### src/rtl/reorder_buffer_pkg.sv
// Shared ROB widths and entry layout.
// The issue stage imports the same ID_SIZE so IDs stay aligned.
package reorder_buffer_pkg;

  localparam int REG_ADDRESS_SIZE = 5;
  localparam int REG_SIZE         = 32;
  localparam int ID_SIZE          = 2;
  localparam int DEPTH            = 1 << ID_SIZE;

  typedef logic [ID_SIZE-1:0]          rob_id_t;
  typedef logic [ID_SIZE:0]            rob_cnt_t;
  typedef logic [REG_ADDRESS_SIZE-1:0] reg_addr_t;
  typedef logic [REG_SIZE-1:0]         reg_data_t;

  typedef struct packed {
    logic      valid;
    logic      done;
    logic      w;
    reg_addr_t dest;
    reg_data_t value;
  } rob_entry_t;

  typedef struct packed {
    logic      valid;
    rob_id_t   id;
    reg_data_t value;
  } rob_result_t;

endpackage

### src/rtl/reorder_buffer_if.sv
// ROB bus: issue allocation, unit results, flush, commit port.
// master = issue/units/register bank side, slave = ROB.
interface reorder_buffer_if;
  import reorder_buffer_pkg::*;

  logic      ROB_alloc;
  rob_id_t   ROB_alloc_id;
  reg_addr_t ROB_alloc_dest;
  logic      ROB_alloc_w;
  logic      ROB_alloc_done;

  logic      ROB_alu_valid;
  rob_id_t   ROB_alu_id;
  reg_data_t ROB_alu_value;

  logic      ROB_mul_valid;
  rob_id_t   ROB_mul_id;
  reg_data_t ROB_mul_value;

  logic      ROB_flush;

  reg_addr_t ROB_Wat;
  reg_data_t ROB_Wvalue;
  logic      ROB_We;
  logic      ROB_stall;
  rob_id_t   ROB_head;
  rob_cnt_t  ROB_count;

  modport master (
    output ROB_alloc, ROB_alloc_id, ROB_alloc_dest,
    output ROB_alloc_w, ROB_alloc_done,
    output ROB_alu_valid, ROB_alu_id, ROB_alu_value,
    output ROB_mul_valid, ROB_mul_id, ROB_mul_value,
    output ROB_flush,
    input  ROB_Wat, ROB_Wvalue, ROB_We,
    input  ROB_stall, ROB_head, ROB_count
  );

  modport slave (
    input  ROB_alloc, ROB_alloc_id, ROB_alloc_dest,
    input  ROB_alloc_w, ROB_alloc_done,
    input  ROB_alu_valid, ROB_alu_id, ROB_alu_value,
    input  ROB_mul_valid, ROB_mul_id, ROB_mul_value,
    input  ROB_flush,
    output ROB_Wat, ROB_Wvalue, ROB_We,
    output ROB_stall, ROB_head, ROB_count
  );

endinterface

### src/rtl/rob_entry_array.sv
// ROB storage: one alloc port, two completion ports,
// one read port at head; flush clears every entry.
module rob_entry_array
  import reorder_buffer_pkg::*;
(
  input  logic        clk,
  input  logic        reset,
  input  logic        flush,
  input  logic        alloc_en,
  input  rob_id_t     alloc_id,
  input  rob_entry_t  alloc_entry,
  input  rob_result_t alu,
  input  rob_result_t mul,
  input  logic        retire,
  input  rob_id_t     head,
  output rob_entry_t  head_entry
);

  rob_entry_t ent [DEPTH];

  // alloc beats retire/completion; ALU beats MUL
  always_ff @(posedge clk or negedge reset) begin
    if (!reset) begin
      for (int i = 0; i < DEPTH; i++)
        ent[i] <= '0;
    end else if (flush) begin
      for (int i = 0; i < DEPTH; i++) begin
        ent[i].valid <= 1'b0;
        ent[i].done  <= 1'b0;
      end
    end else begin
      for (int i = 0; i < DEPTH; i++) begin
        if (alloc_en && alloc_id == rob_id_t'(i)) begin
          ent[i] <= alloc_entry;
        end else if (retire && head == rob_id_t'(i)) begin
          ent[i].valid <= 1'b0;
          ent[i].done  <= 1'b0;
        end else if (alu.valid && alu.id == rob_id_t'(i)
                     && ent[i].valid) begin
          ent[i].value <= alu.value;
          ent[i].done  <= 1'b1;
        end else if (mul.valid && mul.id == rob_id_t'(i)
                     && ent[i].valid) begin
          ent[i].value <= mul.value;
          ent[i].done  <= 1'b1;
        end
      end
    end
  end

  assign head_entry = ent[head];

endmodule

### src/rtl/reorder_buffer.sv
// In-order commit buffer: head/count control, commit port,
// full back-pressure and flush realignment to the issue tail.
module reorder_buffer
  import reorder_buffer_pkg::*;
(
  input logic             clk,
  input logic             reset,
  reorder_buffer_if.slave bus
);

  rob_id_t     head;
  rob_cnt_t    count;
  rob_entry_t  head_e;
  rob_entry_t  alloc_e;
  rob_result_t alu_r;
  rob_result_t mul_r;
  logic        stall;
  logic        alloc_ok;
  logic        commit;
  logic        retire;

  assign stall    = (count == rob_cnt_t'(DEPTH));
  assign alloc_ok = bus.ROB_alloc && !stall;
  assign commit   = head_e.valid && head_e.done;
  assign retire   = commit && !bus.ROB_flush;

  assign alloc_e = '{valid: 1'b1,
                     done:  bus.ROB_alloc_done,
                     w:     bus.ROB_alloc_w,
                     dest:  bus.ROB_alloc_dest,
                     value: '0};
  assign alu_r = '{valid: bus.ROB_alu_valid,
                   id:    bus.ROB_alu_id,
                   value: bus.ROB_alu_value};
  assign mul_r = '{valid: bus.ROB_mul_valid,
                   id:    bus.ROB_mul_id,
                   value: bus.ROB_mul_value};

  rob_entry_array u_array (
    .clk         (clk),
    .reset       (reset),
    .flush       (bus.ROB_flush),
    .alloc_en    (alloc_ok),
    .alloc_id    (bus.ROB_alloc_id),
    .alloc_entry (alloc_e),
    .alu         (alu_r),
    .mul         (mul_r),
    .retire      (retire),
    .head        (head),
    .head_entry  (head_e)
  );

  // flush jumps head to the tail the issue stage already holds
  always_ff @(posedge clk or negedge reset) begin
    if (!reset) begin
      head  <= '0;
      count <= '0;
    end else if (bus.ROB_flush) begin
      head  <= head + rob_id_t'(count);
      count <= '0;
    end else begin
      head  <= head + rob_id_t'(retire);
      count <= count + rob_cnt_t'(alloc_ok)
                     - rob_cnt_t'(retire);
    end
  end

  assign bus.ROB_We     = retire && head_e.w;
  assign bus.ROB_Wat    = commit ? head_e.dest : '0;
  assign bus.ROB_Wvalue = commit ? head_e.value : '0;
  assign bus.ROB_stall  = stall;
  assign bus.ROB_head   = head;
  assign bus.ROB_count  = count;

  a_alloc_stall: assert property (
    @(posedge clk) disable iff (!reset)
    !(bus.ROB_alloc && stall));

  a_alloc_id: assert property (
    @(posedge clk) disable iff (!reset)
    alloc_ok |-> bus.ROB_alloc_id == head + rob_id_t'(count));

  a_same_id: assert property (
    @(posedge clk) disable iff (!reset)
    !(bus.ROB_alu_valid && bus.ROB_mul_valid
      && bus.ROB_alu_id == bus.ROB_mul_id));

endmodule

### src/flat_wrapper.sv
// flat-port wrapper written by rule: the top's interface ports become plain ports
module reorder_buffer_flat import reorder_buffer_pkg::*;
  (clk, reset, bus_ROB_alloc, bus_ROB_alloc_id, bus_ROB_alloc_dest, bus_ROB_alloc_w, bus_ROB_alloc_done, bus_ROB_alu_valid, bus_ROB_alu_id, bus_ROB_alu_value, bus_ROB_mul_valid, bus_ROB_mul_id, bus_ROB_mul_value, bus_ROB_flush, bus_ROB_Wat, bus_ROB_Wvalue, bus_ROB_We, bus_ROB_stall, bus_ROB_head, bus_ROB_count);
  reorder_buffer_if bus_i ();
  input logic clk;
  input logic reset;
  input wire logic [$bits(bus_i.ROB_alloc)-1:0] bus_ROB_alloc;
  input wire logic [$bits(bus_i.ROB_alloc_id)-1:0] bus_ROB_alloc_id;
  input wire logic [$bits(bus_i.ROB_alloc_dest)-1:0] bus_ROB_alloc_dest;
  input wire logic [$bits(bus_i.ROB_alloc_w)-1:0] bus_ROB_alloc_w;
  input wire logic [$bits(bus_i.ROB_alloc_done)-1:0] bus_ROB_alloc_done;
  input wire logic [$bits(bus_i.ROB_alu_valid)-1:0] bus_ROB_alu_valid;
  input wire logic [$bits(bus_i.ROB_alu_id)-1:0] bus_ROB_alu_id;
  input wire logic [$bits(bus_i.ROB_alu_value)-1:0] bus_ROB_alu_value;
  input wire logic [$bits(bus_i.ROB_mul_valid)-1:0] bus_ROB_mul_valid;
  input wire logic [$bits(bus_i.ROB_mul_id)-1:0] bus_ROB_mul_id;
  input wire logic [$bits(bus_i.ROB_mul_value)-1:0] bus_ROB_mul_value;
  input wire logic [$bits(bus_i.ROB_flush)-1:0] bus_ROB_flush;
  output wire logic [$bits(bus_i.ROB_Wat)-1:0] bus_ROB_Wat;
  output wire logic [$bits(bus_i.ROB_Wvalue)-1:0] bus_ROB_Wvalue;
  output wire logic [$bits(bus_i.ROB_We)-1:0] bus_ROB_We;
  output wire logic [$bits(bus_i.ROB_stall)-1:0] bus_ROB_stall;
  output wire logic [$bits(bus_i.ROB_head)-1:0] bus_ROB_head;
  output wire logic [$bits(bus_i.ROB_count)-1:0] bus_ROB_count;
  assign bus_i.ROB_alloc = bus_ROB_alloc;
  assign bus_i.ROB_alloc_id = bus_ROB_alloc_id;
  assign bus_i.ROB_alloc_dest = bus_ROB_alloc_dest;
  assign bus_i.ROB_alloc_w = bus_ROB_alloc_w;
  assign bus_i.ROB_alloc_done = bus_ROB_alloc_done;
  assign bus_i.ROB_alu_valid = bus_ROB_alu_valid;
  assign bus_i.ROB_alu_id = bus_ROB_alu_id;
  assign bus_i.ROB_alu_value = bus_ROB_alu_value;
  assign bus_i.ROB_mul_valid = bus_ROB_mul_valid;
  assign bus_i.ROB_mul_id = bus_ROB_mul_id;
  assign bus_i.ROB_mul_value = bus_ROB_mul_value;
  assign bus_i.ROB_flush = bus_ROB_flush;
  assign bus_ROB_Wat = bus_i.ROB_Wat;
  assign bus_ROB_Wvalue = bus_i.ROB_Wvalue;
  assign bus_ROB_We = bus_i.ROB_We;
  assign bus_ROB_stall = bus_i.ROB_stall;
  assign bus_ROB_head = bus_i.ROB_head;
  assign bus_ROB_count = bus_i.ROB_count;
  reorder_buffer u_core (.clk(clk), .reset(reset), .bus(bus_i));
endmodule
### config.mk
export PLATFORM = sky130hd
export DESIGN_NAME = reorder_buffer_flat
export DESIGN_NICKNAME = d
export VERILOG_FILES = /design/src/rtl/reorder_buffer_pkg.sv /design/src/rtl/reorder_buffer_if.sv /design/src/rtl/rob_entry_array.sv /design/src/rtl/reorder_buffer.sv /design/src/flat_wrapper.sv
export SDC_FILE = /design/constraint.sdc
export NUM_CORES = 1
export LEC_CHECK = 0
export CAP_MARGIN = 20
export CELL_PAD_IN_SITES_DETAIL_PLACEMENT = 0
export CELL_PAD_IN_SITES_GLOBAL_PLACEMENT = 1
export CORE_MARGIN = 3
export CORE_UTILIZATION = 45
export CTS_BUF_LIST = sky130_fd_sc_hd__clkbuf_4 sky130_fd_sc_hd__clkbuf_8 sky130_fd_sc_hd__clkbuf_16
export CTS_CLUSTER_DIAMETER = 30
export DETAILED_ROUTE_END_ITERATION = 8
export PLACE_DENSITY_LB_ADDON = 0.1
export SYNTH_ARGS = -nofsm -noshare
export SYNTH_HDL_FRONTEND = slang
export SYNTH_SLANG_ARGS = --single-unit
### constraint.sdc
create_clock -name clk -period 3.1 [get_ports clk]
set_input_delay 0.62 -clock clk [delete_from_list [all_inputs] [get_ports clk]]
set_output_delay 0.62 -clock clk [all_outputs]
set_load 0.05 [all_outputs]
# Yosys cells after proc, flatten, opt, wreduce, memory -nomap -nowiden
# Cells that the tools add are included.
[classes] add_sub_neg=4 magnitude_cmp=1 n_eq_ne=17 muxes=47 bitwise=2 reduce_logical=54
[ops] operator="$mux W32" count=17
[ops] operator="$bmux W40 S2" count=1
[ops] operator="$mux W40" count=2
[ops] operator="$logic_and A1 B1 Y1" count=28
[ops] operator="$reduce_bool A3 Y1" count=8
[ops] operator="$reduce_bool A5 Y1" count=4
[ops] operator="$mux W2" count=9
[ops] operator="$eq A2 B2 Y1 const B" count=8
[ops] operator="$mux W1" count=16
[ops] operator="$reduce_and A3 Y1" count=4
[ops] operator="$eq A2 B1 Y1 const B" count=4
[ops] operator="$logic_not A2 Y1" count=4
[ops] operator="$ne A2 B2 Y1 const B" count=4
[ops] operator="$reduce_and A2 Y1" count=4
[ops] operator="$mux W5" count=1
[ops] operator="$add A3 B1 Y3" count=1
[ops] operator="$eq A3 B3 Y1 const B" count=1
[ops] operator="$ge A3 B3 Y1 const B" count=1
[ops] operator="$mux W3" count=1
[ops] operator="$not A2 Y3" count=1
[ops] operator="$sub A3 B1 Y3" count=1
[ops] operator="$add A2 B1 Y2" count=1
[ops] operator="$add A2 B2 Y2" count=1
[ops] operator="$logic_not A1 Y1" count=2
[ops] operator="$not A1 Y1" count=1
[totals] ff_bits=165 out_inout_bits=44 wordCells=147

# Depth between registers and ports, before layout
[logic_depth] depth_word=10 mapped_depth=11

# By module
# From an unflattened synthesis, not the netlist that was laid out.
[hier_totals] cells_unflattened=1043 area_unflattened_um2=10666.5
[modules_own_cells] module="rob_entry_array" n_inst=1 cells_each=971 area_per_inst_um2=10102.2 seq_area_each_um2=4003.8
[modules_own_cells] module="reorder_buffer" n_inst=1 cells_each=72 area_per_inst_um2=564.3 seq_area_each_um2=125.1

# Least setup slack after synthesis
# Ideal clock, no wire load.
[synth_timing] kind="flip-flop to output port" start="register u_core.head[0] (netlist: u_core.bus.ROB_head[0])" end="output bus_ROB_Wvalue[23]" arrival_time_ns=2.226 t_required_ns=2.480 setup_slack_ns=0.254 path_stages_with_launch=6 path_buffers=3 cell_sequence="dfrtp_1 -> buf_2 -> buf_6 -> buf_4 -> mux4_2 -> nor2b_1"
[synth_between] elab_chain_cells=6
[synth_lines] element="from (decl)" line_no="reorder_buffer.sv:11" rtl="rob_id_t head;"
[synth_lines] element="from (signal assigned)" line_no="reorder_buffer.sv:59" rtl="head <= head + rob_id_t'(count);"
[synth_lines] element="from (signal assigned)" line_no="reorder_buffer.sv:62" rtl="head <= head + rob_id_t'(retire);"
[synth_lines] element="$not A2 Y3 (implied by the code) *" line_no="rob_entry_array.sv:51" rtl="assign head_entry = ent[head];"
[synth_lines] element="$bmux W40 S2 *" line_no="rob_entry_array.sv:51"
[synth_lines] element="$mux W40 (implied by the code) * (2 in a row)" line_no="rob_entry_array.sv:51"
[synth_lines] element="$logic_and A1 B1 Y1" line_no="reorder_buffer.sv:24" rtl="assign commit = head_e.valid && head_e.done;"
[synth_lines] element="$mux W32 *" line_no="reorder_buffer.sv:70" rtl="assign bus.ROB_Wvalue = commit ? head_e.value : '0;"
[synth_lines] element="to (decl)" line_no="flat_wrapper.sv:20" rtl="output wire logic [$bits(bus_i.ROB_Wvalue)-1:0] bus_ROB_Wvalue;"
# Mark *: on every way between the ends. The rest lies on a longest branch, timed or not. The select of a mux whose other input is x is not followed.

# Worst setup path in the final report
[layout_timing] start="register u_core.head[1] (netlist: u_core.bus.ROB_head[1])" end="output bus_ROB_Wvalue[20]"
# The elaborated chain is that of the path after synthesis.

==> tab_implementation.tex <==
\begin{tabular}{lr}
\hline
Metric & Value \\
\hline
\multicolumn{2}{l}{\textbf{Clocking}} \\
\quad Clock Tree Buf Depth & 2 \\
\quad Clock tree from TritonCTS & built \\
\quad CTS Hold Bufs & 0 \\
\quad Total of cells resized after clock tree synthesis & 0 \\
\quad Cell at the root of the clock tree & clkbuf\_16 \\
\quad Clock-pin slew on the worst setup and hold paths & 0.07 ns \\
\quad H-tree levels & 4 \\
\quad CTS Buf Count & 17 \\
\quad Clock tree sinks & 165 \\
\quad Clock network latency to the later pin of the worst-skew pair & $\sim$0.43 ns \\
\quad Setup Buffers After CTS & 0 \\
\multicolumn{2}{l}{\textbf{STA}} \\
\quad Slew Limit Fails & 0 \\
\quad RSZ-0062 raised after global routing & false \\
\quad Fin. Hold Viols & 0 \\
\quad Number of endpoints failing setup at the final stage & 0 \\
\quad Minimum period implied by the final worst setup slack & 2.96 ns \\
\quad Ratio of final minimum period to clock period & 95.4\% \\
\quad Relative slew margins & 25.3\% \\
\quad Max frequency & around 340 MHz \\
\quad Measured slew at the worst slew-check pin & between 1 and 1.5 ns \\
\quad Total negative slack for setup checks & 0 ns \\
\quad Fin Clk Skew & roughly 0.015 ns \\
\multicolumn{2}{l}{\textbf{Status}} \\
\quad Run status & complete, no violations \\
\multicolumn{2}{l}{\textbf{Synth}} \\
\quad Biggest area contributors in the synthesized netlist & dfrtp\_1 46\%, mux2i\_1 15\%, o2bb2ai\_1 13\% \\
\quad Cell type contributing the most total cell area after synthesis & dfrtp\_1 \\
\quad Gate count after technology mapping & between 600 and 700 \\
\quad Multiplexer fraction of the synthesized cell area & 27.4\% \\
\quad Number of synthesized register bits & 165 \\
\quad Main combinational cell family by area after synthesis & multiplexers \\
\quad Area share of the largest cell type after synthesis & 46.5\% \\
\quad Most used standard cell by instance count after synthesis & dfrtp\_1 \\
\quad Share of the synthesized netlist area taken by xor and xnor gates & less than 1\% \\
\quad Post-synthesis sequential area ratio & a little under half \\
\quad Mapped Area & around 0.0089 mm\^{}2 \\
\quad Share of synthesized cell area in full adder, half adder and majority cells & 0.507\% \\
\quad Count of flip-flops with a built-in enable after synthesis & 0 \\
\quad Yosys warning total & 0 \\
\quad Share of synthesized registers carrying an async set or reset & 100\% \\
\quad Synth top cells by count & 165 x dfrtp\_1, 131 x mux2i\_1, 128 x o2bb2ai\_1, 42 x buf\_2, 39 x nor2b\_1 \\
\quad Mean cell area of the mapped netlist & 13.4 um\^{}2 \\
\quad Post-synthesis net count & 751 \\
\quad Predominant post-synthesis flop cell & dfrtp\_1 \\
\quad Share of synthesized cell area in and, or, nand and nor gates & 7.48\% \\
\quad Fraction of the mapped netlist area in compound gates & roughly 14\% \\
\quad Synth cell types & 44 \\
\multicolumn{2}{l}{\textbf{Setup path}} \\
\quad Nature of the critical path startpoint & flop \\
\quad Data required time at the worst endpoint & 2.48 ns \\
\quad Maximum fanout along the worst path & 16 \\
\quad Critical path capture point type & primary output \\
\quad WP data arrival & 2.34 ns \\
\quad Critical path type & flop to primary output \\
\multicolumn{2}{l}{\textbf{Detailed routing}} \\
\quad Antenna Nets Post-Route & 0 \\
\quad Final wirelength & between 20 and 30 mm \\
\quad Detailed-route vias per instance & 5.98 \\
\quad Average wire per cell in the routed design & 24.1 um \\
\quad Number of vias in the routed layout & 6291 \\
\quad First-pass DRT Iterations & 5 \\
\quad Total DRC errors in the routed layout & 0 \\
\quad Initial drt markers & 456 \\
\multicolumn{2}{l}{\textbf{Power}} \\
\quad Switching portion of total power & 29.8\% \\
\quad Part of the total power dissipated in the clock network & 31.1\% \\
\quad Part of the total power dissipated in sequential elements & 42.0\% \\
\quad Static leakage power & 5.01 nW \\
\quad Power spent charging and discharging nets & 2.02 mW \\
\quad PD cells & around 620 mW/mm\^{}2 \\
\quad Combinational share of power & 26.9\% \\
\quad Worst vdd ir & between 0.3 and 0.4 mV \\
\quad Power Internal & 4.74 mW \\
\multicolumn{2}{l}{\textbf{Layout}} \\
\quad Number of filler cells placed in the layout & 1629 \\
\quad Share of the core filled with cells in the final layout & between 50\% and 60\% \\
\quad Number of antenna cells inserted & 0 \\
\quad Number of standard cells in the final layout excluding fillers & 1052 \\
\quad Area Growth Syn to Fin & 22.9\% \\
\quad Final nets & around 870 \\
\quad Ratio of cells with drive above 1 in the final layout & 23.0\% \\
\multicolumn{2}{l}{\textbf{Die}} \\
\quad Initial Utilization & 46.7\% \\
\quad Die width & 147 um \\
\quad Number of top-level design ports & approximately 130 \\
\quad Die Ht & $\sim$150 um \\
\quad Area enclosed by the die boundary & approximately 0.021 mm\^{}2 \\
\quad Rows & 50 \\
\quad Core region area & 0.0190 mm\^{}2 \\
\multicolumn{2}{l}{\textbf{Global route}} \\
\quad Vias in the first global route & a little over 7000 \\
\quad Initial antenna violation count & 0 \\
\quad Maximum number of pins on one net before global-route repair & 65 \\
\quad Overall overflow remaining after global route & 0 \\
\quad Overall track demand over capacity in global routing & about a quarter \\
\quad Wire length of the first global-routing pass & 40.5 mm \\
\multicolumn{2}{l}{\textbf{Placed design}} \\
\quad Global placement routability congestion & 0.813 \\
\quad Post-detail-place hpwl & between 15 and 20 mm \\
\quad Number of input and output port buffers inserted & 126 \\
\quad Post-Place Cells & 1020 \\
\multicolumn{2}{l}{\textbf{Hold path}} \\
\quad Worst min-delay path category & input port to async pin \\
\multicolumn{2}{l}{\textbf{Run}} \\
\quad Maximum capacitance violations & 0 \\
\hline
\end{tabular}
## power by group through the flow
stage / Combinational [mW] / Sequential (mW) / Clock, mW
final: 1.81 / 2.84 / 2.10
after global routing: 1.95 / 2.89 / 2.23
after CTS: 1.84 / 2.83 / 2.14
after detailed placement: 1.84 / 2.86 / 0
after global placement: 1.80 / 2.84 / 0
after floorplan: 1.30 / 2.80 / 0
## layout make-up
class                           count  area [um^2]  share of cell area [%]
Inverter                            4         15.0                   0.137
Multi-Input combinational cell    438         4440                    40.6
Tap cell                          260          325                    2.98
Clock inverter                     12          129                    1.18
Sequential cell                   165         4140                    37.9
Clock buffer                       20          448                    4.10
Timing Repair Buffer              153         1430                    13.1
## layout by cell type (no fill, tap or decap), types with 3 or more instances in the layout
master,netlist,final
mux2i_1,131,131
buf_12,0,5
o2bb2ai_1,128,128
dfrtp_1,165,163
inv_1,4,4
xnor2_1,3,3
mux2_2,24,24
nor2b_1,39,39
nand4b_1,6,6
nand2_1,11,11
buf_4,4,61
clkbuf_4,0,3
clkbuf_16,0,17
clkdlybuf4s50_1,0,85
clkinv_2,0,4
nor2_4,1,4
mux4_2,38,38
nor2_1,8,7
nand4bb_1,3,3
a21oi_1,7,7
clkinvlp_4,0,3
nand4_1,4,4
## final timing paths
kind                                             start                 endpoint  slack [ns]  depth (start not counted)
worst max-delay path            u_core.bus.ROB_head[1]       bus_ROB_Wvalue[20]        0.14                          5
worst min-delay path                             reset  u_core.u_array.ent[134]        0.17                          1
worst max register to register  u_core.bus.ROB_head[1]  u_core.bus.ROB_count[2]        0.67                          9
worst min register to register  u_core.u_array.ent[47]   u_core.u_array.ent[47]        0.48                          1
max in group asynchronous                        reset   u_core.bus.ROB_head[0]        2.04                          2
min in group clk                u_core.u_array.ent[47]   u_core.u_array.ent[47]        0.48                          1
## routing by layer
metal	routed length [um]	part of all wire [%]	global-route usage, %	up-vias
met1	11200	44	32.1	3241
met3	1350	5.3	5.74	28
met4	312	1.2	6.02	0
met2	12500	49	40.0	202
met5	0	0	0	-
li1	-	-	-	2820
## critical path: stages, from the launching register on
cell and delay, ns:
dfrtp_4 0.59, nand4b_1 0.29, and4_4 0.32, buf_4 0.24, nor2b_1 0.23, buf_4 0.24
## through the flow
stage	hold WS (ns)	setup WS, ns	instance area, um^2	power, mW
3_5_place_dp	0.468	0.330	10300	4.70
4_1_cts	0.188	0.0385	10900	6.81
5_1_grt	0.210	0.0379	10900	7.07
3_3_place_gp	0.466	0.353	10300	4.64
6_report	0.166	0.142	10900	6.76
2_1_floorplan	0.324	0.254	8880	4.10
## kinds of logic after synthesis
kind of cell,count (synthesis)
and+or+nand+nor,94
xor gates and xnor gates,5
AOI/OAI and AO/OA,143
DFF,165
buffers and inverters,62
muxes,193
adders and majority gates,3
## registers in the layout, summed over array words and instances, names as in the netlist
signal / count
u_core.bus.ROB_head: 2
u_core.u_array.ent: 160
u_core.bus.ROB_count: 3
No activity file was read; power rests on OpenSTA's default activity.
